--- src/rtl/snake_pkg.sv ---
// Shared types and constants for the snake game-logic stage: object codes
// handed to the VGA controller, move directions, FSM states and grid geometry.
package snake_pkg;

    typedef enum logic [1:0] {
        OBJ_NONE = 2'b00,
        OBJ_HEAD = 2'b01,
        OBJ_BODY = 2'b10,
        OBJ_WALL = 2'b11
    } object_e;

    typedef enum logic [1:0] {
        DIR_UP    = 2'd0,
        DIR_DOWN  = 2'd1,
        DIR_LEFT  = 2'd2,
        DIR_RIGHT = 2'd3
    } dir_e;

    typedef enum logic [1:0] {
        ST_IDLE = 2'd0,
        ST_RUN  = 2'd1,
        ST_OVER = 2'd2
    } state_e;

    localparam int GRID_W     = 40;
    localparam int GRID_H     = 30;
    localparam int CELL_SHIFT = 4;
    localparam int H_ACTIVE   = 640;
    localparam int V_ACTIVE   = 480;

    // Grid cell: 6-bit column, 5-bit row
    typedef struct packed {
        logic [5:0] x;
        logic [4:0] y;
    } cell_t;

    localparam logic [5:0] START_X = 6'd20;
    localparam logic [4:0] START_Y = 5'd15;
    localparam logic [5:0] X_LAST  = 6'(GRID_W - 1);
    localparam logic [4:0] Y_LAST  = 5'(GRID_H - 1);

    function automatic dir_e opposite_dir(input dir_e d);
        dir_e r;
        r = DIR_LEFT;
        case (d)
            DIR_UP:    r = DIR_DOWN;
            DIR_DOWN:  r = DIR_UP;
            DIR_LEFT:  r = DIR_RIGHT;
            default:   r = DIR_LEFT;
        endcase
        return r;
    endfunction

    // Key_dir is {up,down,left,right}; up has the highest priority
    function automatic dir_e key_to_dir(input logic [3:0] key);
        dir_e r;
        if (key[3])      r = DIR_UP;
        else if (key[2]) r = DIR_DOWN;
        else if (key[1]) r = DIR_LEFT;
        else             r = DIR_RIGHT;
        return r;
    endfunction

endpackage

--- src/rtl/step_timer.sv ---
// Free-running move-step divider: counts enabled cycles 0..STEP_DIV-1 and
// raises tick_o on the last one. Holds its count while disabled.
module step_timer #(
    parameter int STEP_DIV = 12_500_000
) (
    input  logic clk_i,
    input  logic rst_i,
    input  logic en_i,
    output logic tick_o
);

    localparam int CW = (STEP_DIV > 2) ? $clog2(STEP_DIV) : 1;
    localparam logic [CW-1:0] LAST = CW'(STEP_DIV - 1);

    logic [CW-1:0] count_q;
    logic [CW-1:0] count_d;

    assign tick_o = en_i && (count_q == LAST);

    // Advance only while enabled; wrap to zero on the tick cycle
    always_comb begin
        count_d = count_q;
        if (en_i) begin
            count_d = tick_o ? '0 : count_q + CW'(1);
        end
    end

    // Count register
    always_ff @(posedge clk_i) begin
        if (rst_i) begin
            count_q <= '0;
        end else begin
            count_q <= count_d;
        end
    end

endmodule

--- src/rtl/snake_body_ctrl.sv ---
// Snake game logic: segment array, run/pause/over FSM, move/grow/collision on
// each step tick, and a registered per-pixel classifier feeding the VGA stage.
module snake_body_ctrl
    import snake_pkg::*;
#(
    parameter int MAX_LEN  = 16,
    parameter int INIT_LEN = 3,
    parameter int STEP_DIV = 12_500_000
) (
    input  logic       Clk_25mhz,
    input  logic       Rst,
    input  logic       Game_en,
    input  logic [3:0] Key_dir,
    input  logic [9:0] Pixel_x,
    input  logic [9:0] Pixel_y,
    input  logic [5:0] Apple_x,
    input  logic [4:0] Apple_y,
    output logic [1:0] Object,
    output logic       Apple_eaten,
    output logic       Game_over,
    output logic [5:0] Length
);

    state_e  state_q, state_d;
    logic    run_en;
    logic    game_over;
    logic    step;

    dir_e    dir_q, dir_d;
    dir_e    pending_q, pending_d;
    dir_e    key_dir;

    cell_t   seg_q [MAX_LEN];
    cell_t   next_cell;
    cell_t   pix_cell;

    logic [5:0] len_q, len_d;
    logic       eaten_q;
    object_e    obj_q, obj_d;

    logic [MAX_LEN-1:0] self_hit;
    logic [MAX_LEN-1:0] pix_hit;
    logic border_hit, collision, move, apple_hit;
    logic pix_blank, pix_wall;

    // Initial body lies straight to the left of the start head
    function automatic cell_t reset_cell(input int idx);
        cell_t c;
        c = '0;
        if (idx < INIT_LEN) begin
            c.x = START_X - 6'(idx);
            c.y = START_Y;
        end
        return c;
    endfunction

    step_timer #(
        .STEP_DIV (STEP_DIV)
    ) u_step_timer (
        .clk_i  (Clk_25mhz),
        .rst_i  (Rst),
        .en_i   (run_en),
        .tick_o (step)
    );

    // FSM state register
    always_ff @(posedge Clk_25mhz) begin
        if (Rst) begin
            state_q <= ST_IDLE;
        end else begin
            state_q <= state_d;
        end
    end

    // FSM next state: collision outranks a pause request on the same step
    always_comb begin
        state_d = state_q;
        case (state_q)
            ST_IDLE: if (Game_en) state_d = ST_RUN;
            ST_RUN: begin
                if (step && collision) state_d = ST_OVER;
                else if (!Game_en)     state_d = ST_IDLE;
            end
            ST_OVER: state_d = ST_OVER;
            default: state_d = ST_IDLE;
        endcase
    end

    // FSM outputs: timer runs only in RUN with the enable still asserted
    always_comb begin
        run_en    = (state_q == ST_RUN) && Game_en;
        game_over = (state_q == ST_OVER);
    end

    // Candidate head cell for this step; the pending direction is what moves
    always_comb begin
        next_cell = seg_q[0];
        case (pending_q)
            DIR_UP:   next_cell.y = seg_q[0].y - 5'd1;
            DIR_DOWN: next_cell.y = seg_q[0].y + 5'd1;
            DIR_LEFT: next_cell.x = seg_q[0].x - 6'd1;
            default:  next_cell.x = seg_q[0].x + 6'd1;
        endcase
    end

    // Per-segment comparators against the next head and the current pixel cell.
    // The last live segment is excluded from self-collision because it vacates.
    genvar gi;
    for (gi = 0; gi < MAX_LEN; gi++) begin : g_seg
        if (gi == 0) begin : g_head
            assign self_hit[gi] = 1'b0;
        end else begin : g_body
            assign self_hit[gi] = (6'(gi) + 6'd2 <= len_q) && (seg_q[gi] == next_cell);
        end
        assign pix_hit[gi] = (6'(gi) < len_q) && (seg_q[gi] == pix_cell);
    end

    assign border_hit = (next_cell.x == 6'd0) || (next_cell.x == X_LAST) ||
                        (next_cell.y == 5'd0) || (next_cell.y == Y_LAST);
    assign collision  = border_hit || (|self_hit);
    assign move       = step && !collision;
    assign apple_hit  = (next_cell.x == Apple_x) && (next_cell.y == Apple_y);

    // Direction latch: a key may not reverse the direction in force after this edge
    always_comb begin
        dir_d     = step ? pending_q : dir_q;
        key_dir   = key_to_dir(Key_dir);
        pending_d = pending_q;
        if ((Key_dir != 4'd0) && (key_dir != opposite_dir(dir_d))) begin
            pending_d = key_dir;
        end
    end

    // Growth saturates at MAX_LEN; the shift keeps the old tail as new last segment
    always_comb begin
        len_d = len_q;
        if (move && apple_hit && (len_q < 6'(MAX_LEN))) begin
            len_d = len_q + 6'd1;
        end
    end

    // Pixel classification: HEAD > BODY > WALL > NONE, blanking forces NONE
    assign pix_blank = (Pixel_x >= 10'(H_ACTIVE)) || (Pixel_y >= 10'(V_ACTIVE));
    assign pix_cell  = {Pixel_x[9:CELL_SHIFT], Pixel_y[CELL_SHIFT+4:CELL_SHIFT]};
    assign pix_wall  = (pix_cell.x == 6'd0) || (pix_cell.x == X_LAST) ||
                       (pix_cell.y == 5'd0) || (pix_cell.y == Y_LAST);

    // Object code for the pixel presented this cycle
    always_comb begin
        obj_d = OBJ_NONE;
        if (!pix_blank) begin
            if (pix_hit[0])                  obj_d = OBJ_HEAD;
            else if (|pix_hit[MAX_LEN-1:1])  obj_d = OBJ_BODY;
            else if (pix_wall)               obj_d = OBJ_WALL;
        end
    end

    // Segment shift register: head takes the new cell, each segment follows
    always_ff @(posedge Clk_25mhz) begin
        if (Rst) begin
            for (int i = 0; i < MAX_LEN; i++) begin
                seg_q[i] <= reset_cell(i);
            end
        end else if (move) begin
            seg_q[0] <= next_cell;
            for (int i = 1; i < MAX_LEN; i++) begin
                seg_q[i] <= seg_q[i-1];
            end
        end
    end

    // Direction, length, apple pulse and object registers
    always_ff @(posedge Clk_25mhz) begin
        if (Rst) begin
            dir_q     <= DIR_RIGHT;
            pending_q <= DIR_RIGHT;
            len_q     <= 6'(INIT_LEN);
            eaten_q   <= 1'b0;
            obj_q     <= OBJ_NONE;
        end else begin
            dir_q     <= dir_d;
            pending_q <= pending_d;
            len_q     <= len_d;
            eaten_q   <= move && apple_hit;
            obj_q     <= obj_d;
        end
    end

    assign Object      = obj_q;
    assign Apple_eaten = eaten_q;
    assign Game_over   = game_over;
    assign Length      = len_q;

endmodule

--- config.mk ---
export PLATFORM = sky130hd
export DESIGN_NAME = snake_body_ctrl
export DESIGN_NICKNAME = d
export VERILOG_FILES = /design/src/rtl/snake_pkg.sv /design/src/rtl/step_timer.sv /design/src/rtl/snake_body_ctrl.sv
export SDC_FILE = /design/constraint.sdc
export NUM_CORES = 1
export LEC_CHECK = 0
export CORE_MARGIN = 4
export CORE_UTILIZATION = 54
export DETAILED_ROUTE_END_ITERATION = 8
export GPL_ROUTABILITY_DRIVEN = 0
export PLACE_DENSITY = 0.72
export REMOVE_ABC_BUFFERS = 1
export SYNTH_ARGS = -nofsm -noshare
export SYNTH_HDL_FRONTEND = slang
export SYNTH_SLANG_ARGS = --single-unit
--- constraint.sdc ---
create_clock -name Clk_25mhz -period 20.7 [get_ports Clk_25mhz]
set_input_delay 2.07 -clock Clk_25mhz [delete_from_list [all_inputs] [get_ports Clk_25mhz]]
set_output_delay 2.07 -clock Clk_25mhz [all_outputs]
set_load 0.02 [all_outputs]
== After elaboration in Yosys (flattened, before gate mapping) ==
Memories as Yosys holds them, arrays and structs flattened.
Cells that the tools add are included.
W data, S select, Z words.
Cells by class
  $add $sub $neg: 6
  equal/unequal tests: 47
  reductions and logical operators: 62
  order comparisons: 34
  multiplexer cells: 39
  bitwise gates (word level): 16
Operator list (number)
  $eq A11 B11 Y1: 31
  $mux W11: 19
  $le A4 B6 Y1 const A: 8
  $lt A4 B6 Y1 const A: 8
  $logic_and A1 B1 Y1: 39
  $reduce_or A15 Y1: 2
  $add A24 B1 Y24 const B: 1
  $eq A24 B24 Y1 const B: 1
  $le A3 B6 Y1 const A: 4
  $lt A3 B6 Y1 const A: 4
  $mux W24: 1
  $mux W2: 8
  $or A1 B1 Y1: 16
  $add A6 B1 Y6 const B: 2
  $eq A6 B6 Y1 const B: 2
  $le A5 B6 Y1 const A: 2
  $logic_not A6 Y1: 2
  $lt A1 B6 Y1 const A: 2
  $lt A2 B6 Y1 const A: 2
  $pmux W2 S3: 2
  $pmux W6 S2: 1
  $eq A5 B5 Y1 const B: 2
  $ge A10 B10 Y1 const B: 1
  $ge A10 B9 Y1 const B: 1
  22 further kinds: 43
Word-level totals
  logic and storage cells: 213
  bits in writable memories: 176
  bits in registers: 39
  memories: 1
  input port bits: 38
  output and inout port bits: 10
Memories
  seg_q: words 16, bits a word 11, rd ports 16, clocked after memory_dff 0, wr ports 16, line snake_body_ctrl.sv:33  | cell_t seg_q [MAX_LEN];

== Longest topological paths before layout ==
  depth after elaboration: 14
  mapped depth: 21
  gate-level depth less buffers: 14

== Modules after synthesis ==
A second synthesis with hierarchy kept.
Second synthesis, totals
  cell total of the unflattened synthesis: 1480
  area, all modules: 14770.4 um^2
Modules (own cells, without submodules)
  snake_body_ctrl: instances 1, sequential area each 5585.4 um^2, cells each 1345, area each 13571.8 um^2
  step_timer: instances 1, sequential area each 480.5 um^2, cells each 135, area each 1198.6 um^2

== Worst setup path before layout ==
Ideal clock, no wire load.
  kind: register to register
  start: memory seg_q[0][0] in the netlist's numbering
  end: memory seg_q[0][0] in the netlist's numbering (enable)
  cell stages (with the launch flop): 18
  library setup time: 0.971 ns
  path buffers: 6
  arrival: 16.819 ns
  required time: 19.729 ns
  slack: 2.910 ns
  clock period less this slack: 17.790 ns
  path through: edfxtp_1 -> clkbuf_1 -> buf_2 -> buf_2 -> inv_1 -> fa_1 -> clkbuf_1 -> nor2b_1 -> clkbuf_1 -> nor2_1 -> xor2_1 -> a2111oi_0 -> nand4_1 -> nor3_1 -> a211o_1 -> or4b_1 -> buf_2 -> o31ai_1
RTL lines (line)
  start: declaration: snake_body_ctrl.sv:33

==> results.yml <==
run_status:
  outcome: "finished, final reports clean"
worst_setup_path:
  path_max_fanout: 83
  crit_path_start_kind: "flop"
  crit_type: "flop to flop"
  crit_path_top_delay_cell: "fa_1"
  arrival_ns: 8.46
  worstPathRequired_ns: 20.86
  crit_top_cell: "buf_4"
  worstPathCellList: "inv_1 -> nand2_1 -> inv_1 -> fa_1 -> nor2b_1 -> nor2_1 -> buf_4 -> xnor2_1 -> o2111ai_1 -> nor3_1 -> and4b_1 -> a2111oi_2 -> or4b_1 -> o31ai_4 -> buf_4 -> buf_4"
  end_kind: "flop"
  crit_path_max_incr_delay_ns: 1.09
clock_tree:
  cts-resized-gates: 0
  cts_max_level: 1
  postCtsHoldBufs: 0
  cts_tree: "built"
  clkLatencyLatePin_ns: 0.55
  cts.path.max_buffers: 3
  cts_root_buf: "clkbuf_16"
  path_clk_slew_ns: 0.06
  numCtsBuffers: 25
  postCtsSetupBuffers: 0
  clock-sinks: 215
detailed_routing:
  via_per_inst: 6.53
  routed_wl_um: 48200
  num_vias: 12300
  dr.pass1.iters: 6
  drtAntennaViolNets: 0
  drt_iter0_markers: 1869
  wire_per_inst_um: 25.5
  drc_errors: 0
final_layout:
  syn_to_final_growth_pct: 10.0
  diodes: 0
  num-nets-final: 1548
  most-common-layout-cells: "xnor2_1 (215), edfxtp_1 (176), xor2_1 (156)"
  layout_commonest_cell: "xnor2_1"
  drive_above_1_share_pct: 6.52
  post-route-util_pct: 60.6
synth:
  avgSynthCellArea_um2: 9.93
  netlist_area_um2: 14900
  yosysUniqueCellTypes: 82
  synth-seq-cells: 215
  synth_edf_count: 176
  yosys_warnings: 0
  yosysSeqAreaShare_pct: 40.6
  ys_async_sr_fraction_pct: 0
  syn_inst: 1504
  synth_ff_type: "edfxtp_1"
floorplan:
  die-area_um2: 30400
  start_util_pct: 55.1
  io_pins: 48
  dieWidth_um: 174
  core_region_area_um2: 27100
  row_count: 60
  die_h_um: 174
grt:
  antenna_found_initial: 0
  grt_pass1_wl_um: 72000
  overflow: 0
  grt_start_max_net_pins: 108
  grt_use_total_pct: 30.7
  grt_pass1_vias: 11800
timing:
  grt_setup_unrepaired: "no"
  maxSlewHeadroom_pct: 24.1
  timing.fmax_mhz: 120
  worstMarginPinSlew_ns: 1.13
  whs_ns: 0.449
  slew_viol_final: 0
  setup_violations: 0
  hold_violations: 0
  finalCritPeriodShare_pct: 40.1
  skew_ns: 0.0126
  post-route-min-period_ns: 8.30
  setup_tns_ns: 0
placed_design:
  port_buffers: 39
  hpwlAfterDp_um: 31500
power:
  peakVddDrop_uv: 64.3
  p_per_area_nw_per_um2: 72.4
  total_power_mw: 1.19
  p_leak_nw: 5.61
run:
  max-cap-violations: 0
hold_path:
  hold_path.class: "flop to flop"
stage by stage:
step | cell area (um^2) | std cells | worst slack, ns
finish | 16400 | 1891 | 12.40
detailed placement | 15600 | 1846 | 12.69
floorplan | 14400 | 1398 | 1.39
global route | 16400 | 1891 | 12.16
CTS | 16400 | 1891 | 12.68
global placement | 15600 | 1846 | 12.75
metal layers:
metal	track usage [%]	wire length [um]	part of all wire [%]	vias to the layer above
met4	12.1	2190	4.6	0
met3	7.33	6350	13	165
met2	46.3	20600	43	910
met1	42.9	19100	40	5884
met5	0	0	0	-
li1	-	-	-	5389
synthesized netlist by cell type (10+ instances only):
master | number | share of area (%)
a2111oi_0 | 15 | 0.88
a21oi_1 | 36 | 1.2
a31oi_1 | 10 | 0.42
and2_1 | 91 | 3.8
and3_1 | 17 | 0.71
buf_1 | 25 | 0.63
buf_2 | 20 | 0.67
buf_6 | 11 | 0.83
clkbuf_1 | 50 | 1.3
dfxtp_1 | 39 | 5.2
edfxtp_1 | 176 | 35
inv_1 | 20 | 0.50
nand2_1 | 63 | 1.6
nand2b_1 | 15 | 0.63
nand3_1 | 48 | 1.6
nand4_1 | 54 | 2.3
nor2_1 | 63 | 1.6
nor2b_1 | 78 | 3.3
nor3_1 | 39 | 1.3
nor4_1 | 41 | 1.7
o21ai_0 | 34 | 1.1
o31ai_1 | 10 | 0.50
or3_1 | 14 | 0.59
or4_1 | 11 | 0.55
xnor2_1 | 216 | 13
xor2_1 | 156 | 9.1
final cells by class:
class	instances	area, um^2
repair buffers	76	663
clock inverters	13	97.6
fillers	2248	10700
multi-input cells	1162	8320
clock buffers	32	736
well taps	372	465
flip-flops and latches	215	6070
inverters	21	78.8
state kept, by name, indices dropped and copies added, names as in the netlist:
signal	count
Apple_eaten	1
Length	6
Object	2
dir_q	2
pending_q	2
seg_q	176
state_q	2
u_step_timer.count_q	24
path summary, 6_finish.rpt:
| check | from | end | slack (ns) | depth (start not counted) |
|---|---|---|---|---|
| worst max-delay path | pending_q[1] | seg_q[5][7] | 12.40 | 16 |
| worst max register to register | pending_q[1] | seg_q[5][7] | 12.40 | 16 |
| worst min register to register | state_q[1] | state_q[0] | 0.45 | 1 |
| worst min-delay path | state_q[1] | state_q[0] | 0.45 | 1 |
critical path: cells and delay by family, from the launching register on:
kind,cells,cell delay [ns]
buffers and inverters,5,2.68
AND/OR/NAND/NOR,6,2.26
AO/OA/AOI/OAI,3,1.22
adder cells (fa/ha/maj),1,1.09
flip-flops,1,0.35
XOR/XNOR,1,0.14
where the power goes:
| part | internal [mW] | switching (mW) |
|---|---|---|
| registers | 0.489 | 0.0297 |
| clock network | 0.263 | 0.183 |
| logic | 0.0884 | 0.136 |
cell families after synthesis:
family                     count (synthesis)  synth area share (%)
AOI/OAI and AO/OA                        196                  9.39
xor gates and xnor gates                 380                  23.0
adders and majority gates                  9                 0.804
buffers and inverters                    127                  3.91
DFF                                      215                  40.6
muxes                                     10                 0.687
and+or+nand+nor                          567                  21.6
Power figures use the tool's default switching activity.
